File: src/rtl/pwm_multi_channel.sv
// N-channel PWM generator with a shared prescaler and period counter.
// Per-channel duty, period top and prescale are double-buffered and take effect only at period wrap.
module pwm_multi_channel #(
  parameter int NUM_CH  = 16,
  parameter int CNT_W   = 8,
  parameter int PRESC_W = 4
) (
  input  logic                      clk,
  input  logic                      rst_n,
  input  logic [NUM_CH-1:0]         en_out,
  input  logic [NUM_CH-1:0]         en_pwm,
  input  logic                      wr_en,
  input  logic [$clog2(NUM_CH)-1:0] wr_ch,
  input  logic [CNT_W-1:0]          wr_duty,
  input  logic [CNT_W-1:0]          top_in,
  input  logic [PRESC_W-1:0]        presc_in,
  output logic [NUM_CH-1:0]         out,
  output logic                      period_start
);

  localparam int CH_W = $clog2(NUM_CH);

  logic [PRESC_W-1:0] presc_cnt;
  logic [PRESC_W-1:0] presc_sh;
  logic [CNT_W-1:0]   cnt;
  logic [CNT_W-1:0]   top_sh;
  logic [CNT_W-1:0]   pending     [NUM_CH];
  logic [CNT_W-1:0]   pending_nxt [NUM_CH];
  logic [CNT_W-1:0]   duty_sh     [NUM_CH];
  logic               first_p0;
  logic               tick;
  logic               wrap;
  logic               load;
  logic               wr_ok;
  logic [NUM_CH-1:0]  pwm;
  logic [NUM_CH-1:0]  out_nxt;

  // When NUM_CH fills the index range every index is legal; otherwise reject the excess.
  generate
    if (NUM_CH == (1 << CH_W)) begin : g_full_idx
      assign wr_ok = 1'b1;
    end else begin : g_part_idx
      assign wr_ok = (wr_ch < CH_W'(NUM_CH));
    end
  endgenerate

  always_comb begin
    tick = (presc_cnt == presc_sh);
    wrap = tick && (cnt == top_sh);
    load = wrap || first_p0;
    for (int i = 0; i < NUM_CH; i++) begin
      pending_nxt[i] = pending[i];
      if (wr_en && wr_ok && (wr_ch == CH_W'(i))) begin
        pending_nxt[i] = wr_duty;
      end
      pwm[i]     = (cnt < duty_sh[i]);
      out_nxt[i] = en_out[i] & (en_pwm[i] ? pwm[i] : 1'b1);
    end
  end

  // Stage p0 -> registered state and outputs
  always_ff @(posedge clk) begin
    if (!rst_n) begin
      presc_cnt    <= '0;
      presc_sh     <= '0;
      cnt          <= '0;
      top_sh       <= '1;
      first_p0     <= 1'b1;
      out          <= '0;
      period_start <= 1'b0;
      for (int i = 0; i < NUM_CH; i++) begin
        pending[i] <= '0;
        duty_sh[i] <= '0;
      end
    end else begin
      first_p0     <= 1'b0;
      out          <= out_nxt;
      period_start <= wrap;
      if (tick) begin
        presc_cnt <= '0;
        cnt       <= wrap ? '0 : cnt + 1'b1;
      end else begin
        presc_cnt <= presc_cnt + 1'b1;
      end
      for (int i = 0; i < NUM_CH; i++) begin
        pending[i] <= pending_nxt[i];
      end
      // The load sees pending_nxt so a write in the wrap cycle lands in the new period.
      if (load) begin
        top_sh   <= top_in;
        presc_sh <= presc_in;
        for (int i = 0; i < NUM_CH; i++) begin
          duty_sh[i] <= pending_nxt[i];
        end
      end
    end
  end

endmodule

File: config.mk
export PLATFORM = sky130hd
export DESIGN_NAME = pwm_multi_channel
export DESIGN_NICKNAME = d
export VERILOG_FILES = /design/src/rtl/pwm_multi_channel.sv
export SDC_FILE = /design/constraint.sdc
export NUM_CORES = 1
export LEC_CHECK = 0
export ABC_AREA = 1
export BUFFER_PORTS_ARGS = -buffer_cell sky130_fd_sc_hd__buf_4
export CAP_MARGIN = 20
export CORE_MARGIN = 10
export CORE_UTILIZATION = 30
export DETAILED_ROUTE_END_ITERATION = 12
export HOLD_SLACK_MARGIN = 0.05
export PLACE_DENSITY = 0.54
export SLEW_MARGIN = 20
export SYNTH_ARGS = -nofsm -noshare
export SYNTH_HDL_FRONTEND = slang
export SYNTH_SLANG_ARGS = --single-unit
File: constraint.sdc
create_clock -name clk -period 6.45 [get_ports clk]
set_input_delay 1.29 -clock clk [delete_from_list [all_inputs] [get_ports clk]]
set_output_delay 1.29 -clock clk [all_outputs]
set_load 0.03 [all_outputs]
==> results of run 1 <==
[worst max-delay path, cell delays in order (launching register included)]
cell     delay (ns)
dfxtp_1        1.03
nand2_1        0.11
nand2_1        0.12
nand2_1        0.06
nor2_1         0.17
nand3_2        0.36
nand3_4        0.57
buf_12         0.31
buf_4          0.49
[flip-flops by register name (all words and copies together), names as in the netlist]
name / flops
presc_sh: 4
pending: 128
top_sh: 8
presc_cnt: 4
first_p0: 1
period_start: 1
duty_sh: 128
out: 16
cnt: 8
[area by class of cell]
| cell class | instances | share of cell area |
|---|---|---|
| Clock buffer | 43 | 0.06272 |
| Sequential cell | 298 | 0.4694 |
| Timing Repair Buffer | 87 | 0.04311 |
| Inverter | 153 | 0.03720 |
| Tap cell | 585 | 0.04741 |
| Multi-Input combinational cell | 922 | 0.3267 |
| Clock inverter | 23 | 0.01345 |
[cells in the mapped netlist]
cell,count,area (um^2)
nand3b_1,1,7.510
buf_1,4,15.01
nand2_1,183,686.9
clkbuf_1,26,97.59
a21oi_1,185,925.9
a211oi_1,16,120.1
nor2_2,14,87.58
nor3_1,2,10.01
nand3_1,31,155.2
buf_6,8,90.09
buf_2,17,85.08
edfxtp_1,128,3844
nand3_2,1,10.01
inv_1,149,559.3
nor2_1,276,1036
xnor2_1,8,70.07
inv_2,4,15.01
o21ai_0,75,375.4
dfxtp_1,170,3403
xor2_1,3,26.28
nor3_2,1,10.01
nand4_1,10,62.56
nand2_4,2,22.52
ha_1,114,1426
[worst paths after layout]
check	startpoint	endpoint	cells after the start
min reg2reg	pending[1][35]	pending[1][35]	2
max	cnt[1]	duty_sh[1][22]	8
max reg2reg	cnt[1]	duty_sh[1][22]	8
min	pending[1][35]	pending[1][35]	2
[where the power goes]
part	switching, uW	internal (uW)
Combinational	259	130
Clock	805	1200
Sequential	38.1	2040
Total	1100	3370
[cell families after synthesis]
family          Yosys count  synth area share
flops                   298            0.5515
xor+xnor                 11          0.007332
buf+inv                 208           0.06560
simple gates            521            0.1589
fa+ha+maj               114            0.1085
compound gates          276            0.1082
[metrics by stage]
stage / util / hold WS (ns) / std cells / power (uW) / setup WS (ns)
after floorplan: - / 0.4209 / 1428 / 2360 / 0.2666
after global placement: 0.3299 / 0.4386 / 2044 / 2501 / 2.667
after detailed placement: 0.3304 / 0.4375 / 2045 / 2511 / 2.787
after CTS: 0.3576 / 0.4498 / 2111 / 4531 / 2.727
after global routing: 0.3576 / 0.4633 / 2111 / 4677 / 2.484
final: 0.3576 / 0.4499 / 2111 / 4469 / 2.783
[routing by layer]
layer  global-route usage  up-vias  routed length [um]
met5                    0        -                   0
met4              0.03952        0                 835
met3              0.02534       62                1491
met2               0.2024      171               14620
met1               0.1553     4440               15150
li1                     -     4863                   -
==> reports/results.ini, run 1 <==
[synthesis]
avgSynthCellArea_um2 = 9.203
syn-num-nets = 1601
yosysSeqAreaShare = 0.5515
netlist_instances = 1428
synth.ff_latch_count = 298
ys.warnings.count = 0
synthDistinctLibCells = 24
syn_area_um2 = 13140

[placement]
place_congestion = 0.7694
dp_hpwl_um = 20520
io_buffers = 75
place_area_um2 = 14260

[die]
core_um2 = 43170
dieArea_um2 = 52580
std_cell_rows = 76
ios = 76
start_util = 0.3044
floorplan.die.height_um = 229.3
die_w_um = 229.3

[setup_path]
path_max_fanout = 40
criticalPathCategory = reg -> reg
critPathArrivalTime_ns = 3.81
cp.required_ns = 6.60
critPathLaunchType = register
crit_path_end_kind = register
reg2reg_slack_ns = 2.78

[timing]
finalWorstPathRequiredPeriod_ns = 3.667
finalHoldViolCount = 0
fmax_mhz = 272.7
slew_violations = 0
setup_tns_ns = 0
relSlewSlack = 0.2570
worstMarginPinSlew_ns = 1.113
setup_viol = 0
skew_ns = 0.02116
period_share = 0.5685
rsz0062_at_grt = false

[clocking]
clock_latency_ns = 0.53
cts_setup_buffers = 0
cts_hold_buf = 0
numCtsBuffers = 36
cts_root_buffer = clkbuf_16
cts_tree = done
clock_sinks = 298
htree_levels = 2
clk_pin_slew_worst_paths_ns = 0.06
cts_resized = 0
cts_buffer_depth = 3

[min_path]
hold_class = reg -> reg

[detailed_routing]
ant_nets = 0
drt-initial-drc-count = 532
routed_wl_um = 32100
drc = 0
drtPass1Iterations = 5
vias_per_cell = 4.517
vias = 9536
wl_per_cell_um = 15.21

[layout]
n_antenna_cell = 0
area_growth_pct = 17.49
fill_cells = 4390
fin_nets = 1671
seqCellArea_um2 = 7247
final_common_cell = nor2_1
layout-drive-gt1-share = 0.1114
final_cell_mix = nor2_1 (276), a21oi_1 (185), nand2_1 (183), dfxtp_1 (170), inv_1 (148)
fin_area_um2 = 15440
multi_input_area_um2 = 5045

[grt]
overflow = 0
grt_max_degree = 81
grtUsageTotal = 0.1219
antenna_found_initial = 0
grt_pass1_vias = 9475
grt_pass1_wl_um = 51380

[run]
max_cap_viol_count = 0

[power_and_ir_drop]
pwr_density_cell_nw_per_um2 = 289.4
irDropWorstVdd_uv = 130.5
leakage_uw = 0.006684

[status]
status = completed

Note: power is estimated with default switching activity, not from simulation.
==> inputs of run 2 (changes only) <==
Clock period 6.45 ns to 3.14 ns, I/O delays scaled along.
==> run 2 against run 1 <==
- via count fell by 0.40%
- hold slack worse by 0.16 ns
- combinational power increased by 110%
- fmax increased by 42%
- core utilization up 0.28 points
- sequential share of layout area shrank 0.37 points
- final area rose by 0.79%
- clock power is 110% higher
- sequential cell count stayed put
- count of clock-buffer cells in the layout up 7
- first-iteration DRC count down 2.8%
- critical endpoint is now duty_sh[0][6]
- largest cell class unchanged
==> reports/results.ini, run 2 (same netlist as run 1, synthesis figures left out) <==
[die]
std_cell_rows = 76  ; unchanged
die_w_um = 229.3  ; unchanged
floorplan.die.height_um = 229.3  ; unchanged
ios = 76  ; unchanged
core_um2 = 43170  ; unchanged
dieArea_um2 = 52580  ; unchanged
start_util = 0.3044  ; unchanged

[clocking]
htree_levels = 2  ; unchanged
cts_resized = 0  ; unchanged
cts_root_buffer = clkbuf_16
clock_sinks = 298  ; unchanged
cts_setup_buffers = 0  ; unchanged
cts_tree = done
numCtsBuffers = 35  ; -2.8%
cts_hold_buf = 0  ; unchanged
clk_pin_slew_worst_paths_ns = 0.06  ; about the same
clock_latency_ns = 0.51  ; -0.02 ns
cts_buffer_depth = 3  ; unchanged

[status]
status = completed

[power_and_ir_drop]
p_switching_uw = 2199  ; +99%
power_frac_clock = 0.449  ; about the same
seq_power_share = 0.461  ; -0.004
pwr_density_cell_nw_per_um2 = 591.0  ; +100%
comb_power_share = 0.090  ; +0.003
p_int_uw = 6998  ; +110%
leakage_uw = 0.006754  ; +1.0%
irDropWorstVdd_uv = 401.4  ; +210%
swShare = 0.2391  ; -0.007553

[setup_path]
endpoint = duty_sh[0][6]
critPathMaxStageDelay_ns = 0.56  ; -0.47 ns
cp.required_ns = 3.47  ; -3.13 ns
reg2reg_slack_ns = 0.55  ; -2.23 ns
cp_cell_sequence = inv_1, nand2_1, nand2_1, nand2_1, nor2_1, nand3_2, nand2_4, nand2_4, nor2_1
crit_family = simple AND/OR/NAND/NOR gates
cp_common_cell = nand2_1
criticalPathCategory = reg -> reg
path_max_fanout = 80  ; +100%
ff2ff_path_depth = 9  ; +1
critPathArrivalTime_ns = 2.92  ; -0.89 ns
critPathLaunchType = register
slowest_stage = nand2_4
reg2reg_from = cnt[1]
r2r-end = duty_sh[0][6]
startpoint = cnt[1]
crit_path_end_kind = register
cp.depth = 9  ; +1
worst-path-buf-inv = 1  ; -1

[timing]
holdWs_ns = 0.2859  ; -0.1639 ns
setup_tns_ns = 0  ; unchanged
slew_violations = 0  ; unchanged
period_share = 0.8247  ; +0.2562
setup_viol = 0  ; unchanged
fmax_mhz = 386.2  ; +42%
rsz0062_at_grt = false
finalWorstPathRequiredPeriod_ns = 2.590  ; -1.077 ns
skew_ns = 0.01594  ; -0.005221 ns
worstMarginPinSlew_ns = 1.056  ; -0.05734 ns
relSlewSlack = 0.2963  ; +0.03924
finalHoldViolCount = 0  ; unchanged

[layout]
seqCellArea_um2 = 7247  ; unchanged
final_cell_mix = nor2_1 (276), a21oi_1 (185), nand2_1 (183), dfxtp_1 (170), inv_1 (148)
top_regs = duty_sh x128, pending x128, out x16
area_growth_pct = 18.41
fin_area_um2 = 15560  ; +0.79%
fill_cells = 4339  ; -1.2%
fin_nets = 1679  ; +0.48%
final_common_cell = nor2_1
layout-drive-gt1-share = 0.1149  ; +0.003480
multi_input_area_um2 = 5045  ; unchanged

[detailed_routing]
wl_met2_um = 14440  ; -1.3%
drc = 0  ; unchanged
vias = 9498  ; -0.40%
drtPass1Iterations = 5  ; unchanged
vias_per_cell = 4.482  ; -0.77%
routed_wl_um = 31430  ; -2.1%
drt-initial-drc-count = 517  ; -2.8%
wl_per_cell_um = 14.83  ; -2.5%
wl_met1_um = 15000  ; -1.0%
ant_nets = 0  ; unchanged
wl_met3_um = 1258  ; -16%
maxUsedRoutingLayer = met5

[grt]
overflow = 0  ; unchanged
grt_max_degree = 82  ; +1.2%
grt_pass1_vias = 9212  ; -2.8%
grtUsageTotal = 0.1179  ; -0.004025
grt_pass1_wl_um = 49960  ; -2.8%
antenna_found_initial = 4  ; +4

[run]
max_cap_viol_count = 0  ; unchanged

[placement]
place_area_um2 = 14370  ; +0.74%
io_buffers = 75  ; unchanged
place_congestion = 0.7719  ; +0.32%
dp_hpwl_um = 19570  ; -4.6%

[min_path]
hold_class = in -> reg

[run 2: per-stage QoR]
stage | cells | utilization | setup WS (ns) | power (uW)
global placement | 2054 | 0.3328 | 0.6483 | 5156
CTS | 2117 | 0.3603 | 0.5322 | 9322
detailed placement | 2054 | 0.3328 | 0.5373 | 5171
floorplan | 1428 | - | 0.006139 | 4840
finish | 2119 | 0.3605 | 0.5504 | 9197
global route | 2118 | 0.3604 | 0.2591 | 9587
[run 2: layout make-up]
cell class                 instances  share of cell area
timing repair buffer              96             0.04953
inverter                         153             0.03691
tap                              585             0.04704
sequential                       298              0.4657
antenna                            2           0.0003216
multi-input combinational        922              0.3242
clock inverter                    13            0.007799
clock buffer                      50             0.06850
[run 2: worst min-delay path by stage]
| stage | from | to | slack [ns] | cells after the start |
|---|---|---|---|---|
| global placement | pending[1][37] | pending[1][37] | 0.44 | 2 |
| CTS | en_pwm[11] | out[11] | 0.26 | 2 |
| finish | en_pwm[11] | out[11] | 0.29 | 2 |
| floorplan | pending[1][32] | pending[1][32] | 0.42 | 2 |
| detailed placement | pending[1][39] | pending[1][39] | 0.44 | 2 |
| global route | en_pwm[4] | out[4] | 0.27 | 2 |
[run 2: routing by layer]
layer	global-route usage	vias up
li1	-	4881
met1	0.1500	4407
met2	0.1996	152
met3	0.02250	54
met4	0.03373	4
met5	0	-
[run 2: power groups by stage]
stage,logic [uW],registers [uW],clock network (uW)
after floorplan,487,4350,0
after global placement,839,4320,0
after detailed placement,850,4320,0
after CTS,853,4240,4230
after global routing,958,4250,4380
final,831,4240,4130
[run 2: worst reg2reg max path, delay by kind of cell, from the launching register on]
| kind | cells | cell delay (ns) |
|---|---|---|
| simple gates | 8 | 1.97 |
| flops | 1 | 0.34 |
| buf+inv | 1 | 0.10 |
==> inputs of run 3 (changes only) <==
Clock period 3.14 ns to 2.15 ns, I/O delays scaled along.
==> run 3 against run 2 <==
- global-route usage grew 1.0 points
- cell count grew 1.8%
- total power grew 48%
- final area increased by 2.5%
- clock skew up 0.0018 ns
- critical path depth fell by 2
- critical endpoint is now out[3]
- fmax up 40%
- die area stayed put
- critical path type unchanged
- sequential cell count is the same
- core utilization up 0.90 points
==> reports/results.ini, run 3 (same netlist as run 1, synthesis figures left out) <==
[status]
status = completed

[timing]
worstMarginPinSlew_ns = 0.5731  ; -0.4825 ns
relSlewSlack = 0.6150  ; +0.3188
skew_ns = 0.01770  ; +0.001765 ns
finalHoldViolCount = 0  ; unchanged
rsz0062_at_grt = false
fin_ws_ns = 0.2942  ; -0.2562 ns
slew_violations = 0  ; unchanged
setup_viol = 0  ; unchanged
finalWorstPathRequiredPeriod_ns = 1.856  ; -0.7338 ns
period_share = 0.8631  ; +0.03844
fmax_mhz = 538.9  ; +40%

[setup_path]
worst-path-buf-inv = 1  ; unchanged
critPathMaxStageDelay_ns = 0.40  ; -0.16 ns
slowest_stage = dfxtp_4
critPathLaunchType = register
path_max_fanout = 14  ; -83%
crit_family = compound AO/OA/AOI/OAI gates
cp.required_ns = 2.61  ; -0.86 ns
crit_path_end_kind = register
cp_cell_sequence = buf_4, ha_1, a21oi_1, nor2_1, a211oi_1, nand2_1, a21oi_1
cp_common_cell = a21oi_1
critPathArrivalTime_ns = 2.32  ; -0.60 ns
criticalPathCategory = reg -> reg

[layout]
final_util = 0.3695  ; +0.009013
final_common_cell = nor2_1
layout-drive-gt1-share = 0.1317  ; +0.01680
n_antenna_cell = 0  ; -2
final_cell_mix = nor2_1 (275), a21oi_1 (185), nand2_1 (183), dfxtp_1 (163), inv_1 (146)
area_growth_pct = 21.37
fin_area_um2 = 15950  ; +2.5%
fin_nets = 1718  ; +2.3%
top_regs = duty_sh x128, pending x128, out x16

[power_and_ir_drop]
pwr_density_cell_nw_per_um2 = 850.9  ; +44%
leakage_uw = 0.006951  ; +2.9%
irDropWorstVdd_uv = 518.7  ; +29%

[run]
max_cap_viol_count = 0  ; unchanged

[detailed_routing]
drc = 0  ; unchanged
vias = 9823  ; +3.4%
drt-initial-drc-count = 513  ; -0.77%
routed_wl_um = 33520  ; +6.6%
vias_per_cell = 4.554  ; +1.6%
drtPass1Iterations = 5  ; unchanged
wl_per_cell_um = 15.54  ; +4.8%
ant_nets = 0  ; unchanged

[clocking]
clock_latency_ns = 0.54  ; +0.03 ns
clock_sinks = 298  ; unchanged
htree_levels = 2  ; unchanged
cts_root_buffer = clkbuf_16
cts_hold_buf = 15  ; +15
numCtsBuffers = 36  ; +2.9%
clk_pin_slew_worst_paths_ns = 0.06  ; about the same
cts_resized = 0  ; unchanged
cts_setup_buffers = 0  ; unchanged
cts_buffer_depth = 3  ; unchanged
cts_tree = done

[die]
ios = 76  ; unchanged
std_cell_rows = 76  ; unchanged
die_w_um = 229.3  ; unchanged
dieArea_um2 = 52580  ; unchanged
core_um2 = 43170  ; unchanged
floorplan.die.height_um = 229.3  ; unchanged
start_util = 0.3044  ; unchanged

[grt]
overflow = 0  ; unchanged
grt_pass1_vias = 9724  ; +5.6%
grt_pass1_wl_um = 53310  ; +6.7%
grtUsageTotal = 0.1283  ; +0.01040
antenna_found_initial = 0  ; -4
grt_max_degree = 76  ; -7.3%

[min_path]
hold_class = in -> reg

[placement]
dp_hpwl_um = 21040  ; +7.5%
place_congestion = 0.7452  ; -3.5%
io_buffers = 75  ; unchanged
place_area_um2 = 14620  ; +1.8%
dp_slack_ns = 0.3074  ; -0.2298 ns

[run 3: changes by cell type in the layout (fill, tap and decap cells not counted), moves of 3 or more]
cell	change
inv_6	+3
buf_4	+19
clkbuf_8	-3
dfxtp_1	-7
dfxtp_4	+7
clkbuf_1	+4
buf_12	+4
dlygate4sd3_1	+15
[run 3: cell type report]
| cell class | count | area, um^2 |
|---|---|---|
| Fill cell | 4389 | 27220 |
| Inverter | 153 | 574.3 |
| Tap cell | 585 | 732.0 |
| Clock inverter | 15 | 165.2 |
| Sequential cell | 298 | 7273 |
| Timing Repair Buffer | 134 | 1144 |
| Multi-Input combinational cell | 922 | 5047 |
| Clock buffer | 50 | 1015 |
[run 3: worst min-delay path, delay by kind of cell]
kind,cells,cell delay [ns]
buffers and inverters,1,0.08
AND/OR/NAND/NOR,2,0.09
[run 3: routing by layer]
metal	routed length, um	track usage	vias up	share of wire
met4	857	0.04738	0	0.026
li1	-	-	4952	-
met3	1270	0.02361	57	0.038
met5	0	0	-	0
met1	15460	0.1597	4654	0.46
met2	15930	0.2173	160	0.48
[run 3: through the flow]
step	hold slack [ns]	power, uW	setup TNS (ns)	instances
finish	0.1038	13570	0	2157
global route	0.08997	14200	0	2157
CTS	0.08244	13800	0	2157
detailed placement	0.4394	7584	0	2077
global placement	0.4358	7556	0	2077
floorplan	0.4209	7065	-57.21	1428
[run 3: final timing paths]
kind                                     start              to  slack [ns]  cells after the start
worst max-delay path                    cnt[5]          out[3]        0.29                      7
worst min-delay path                 top_in[0]       top_sh[0]        0.10                      3
worst max register to register          cnt[5]          out[3]        0.29                      7
worst min register to register  pending[1][36]  pending[1][36]        0.45                      2
[run 3: where the power goes]
| part | internal [uW] | switching, uW | leakage [uW] |
|---|---|---|---|
| Sequential | 6110 | 78.5 | 0.00281 |
| Combinational | 457 | 816 | 0.00356 |
| Clock | 3680 | 2430 | 0.000584 |
| Total | 10200 | 3330 | 0.00695 |
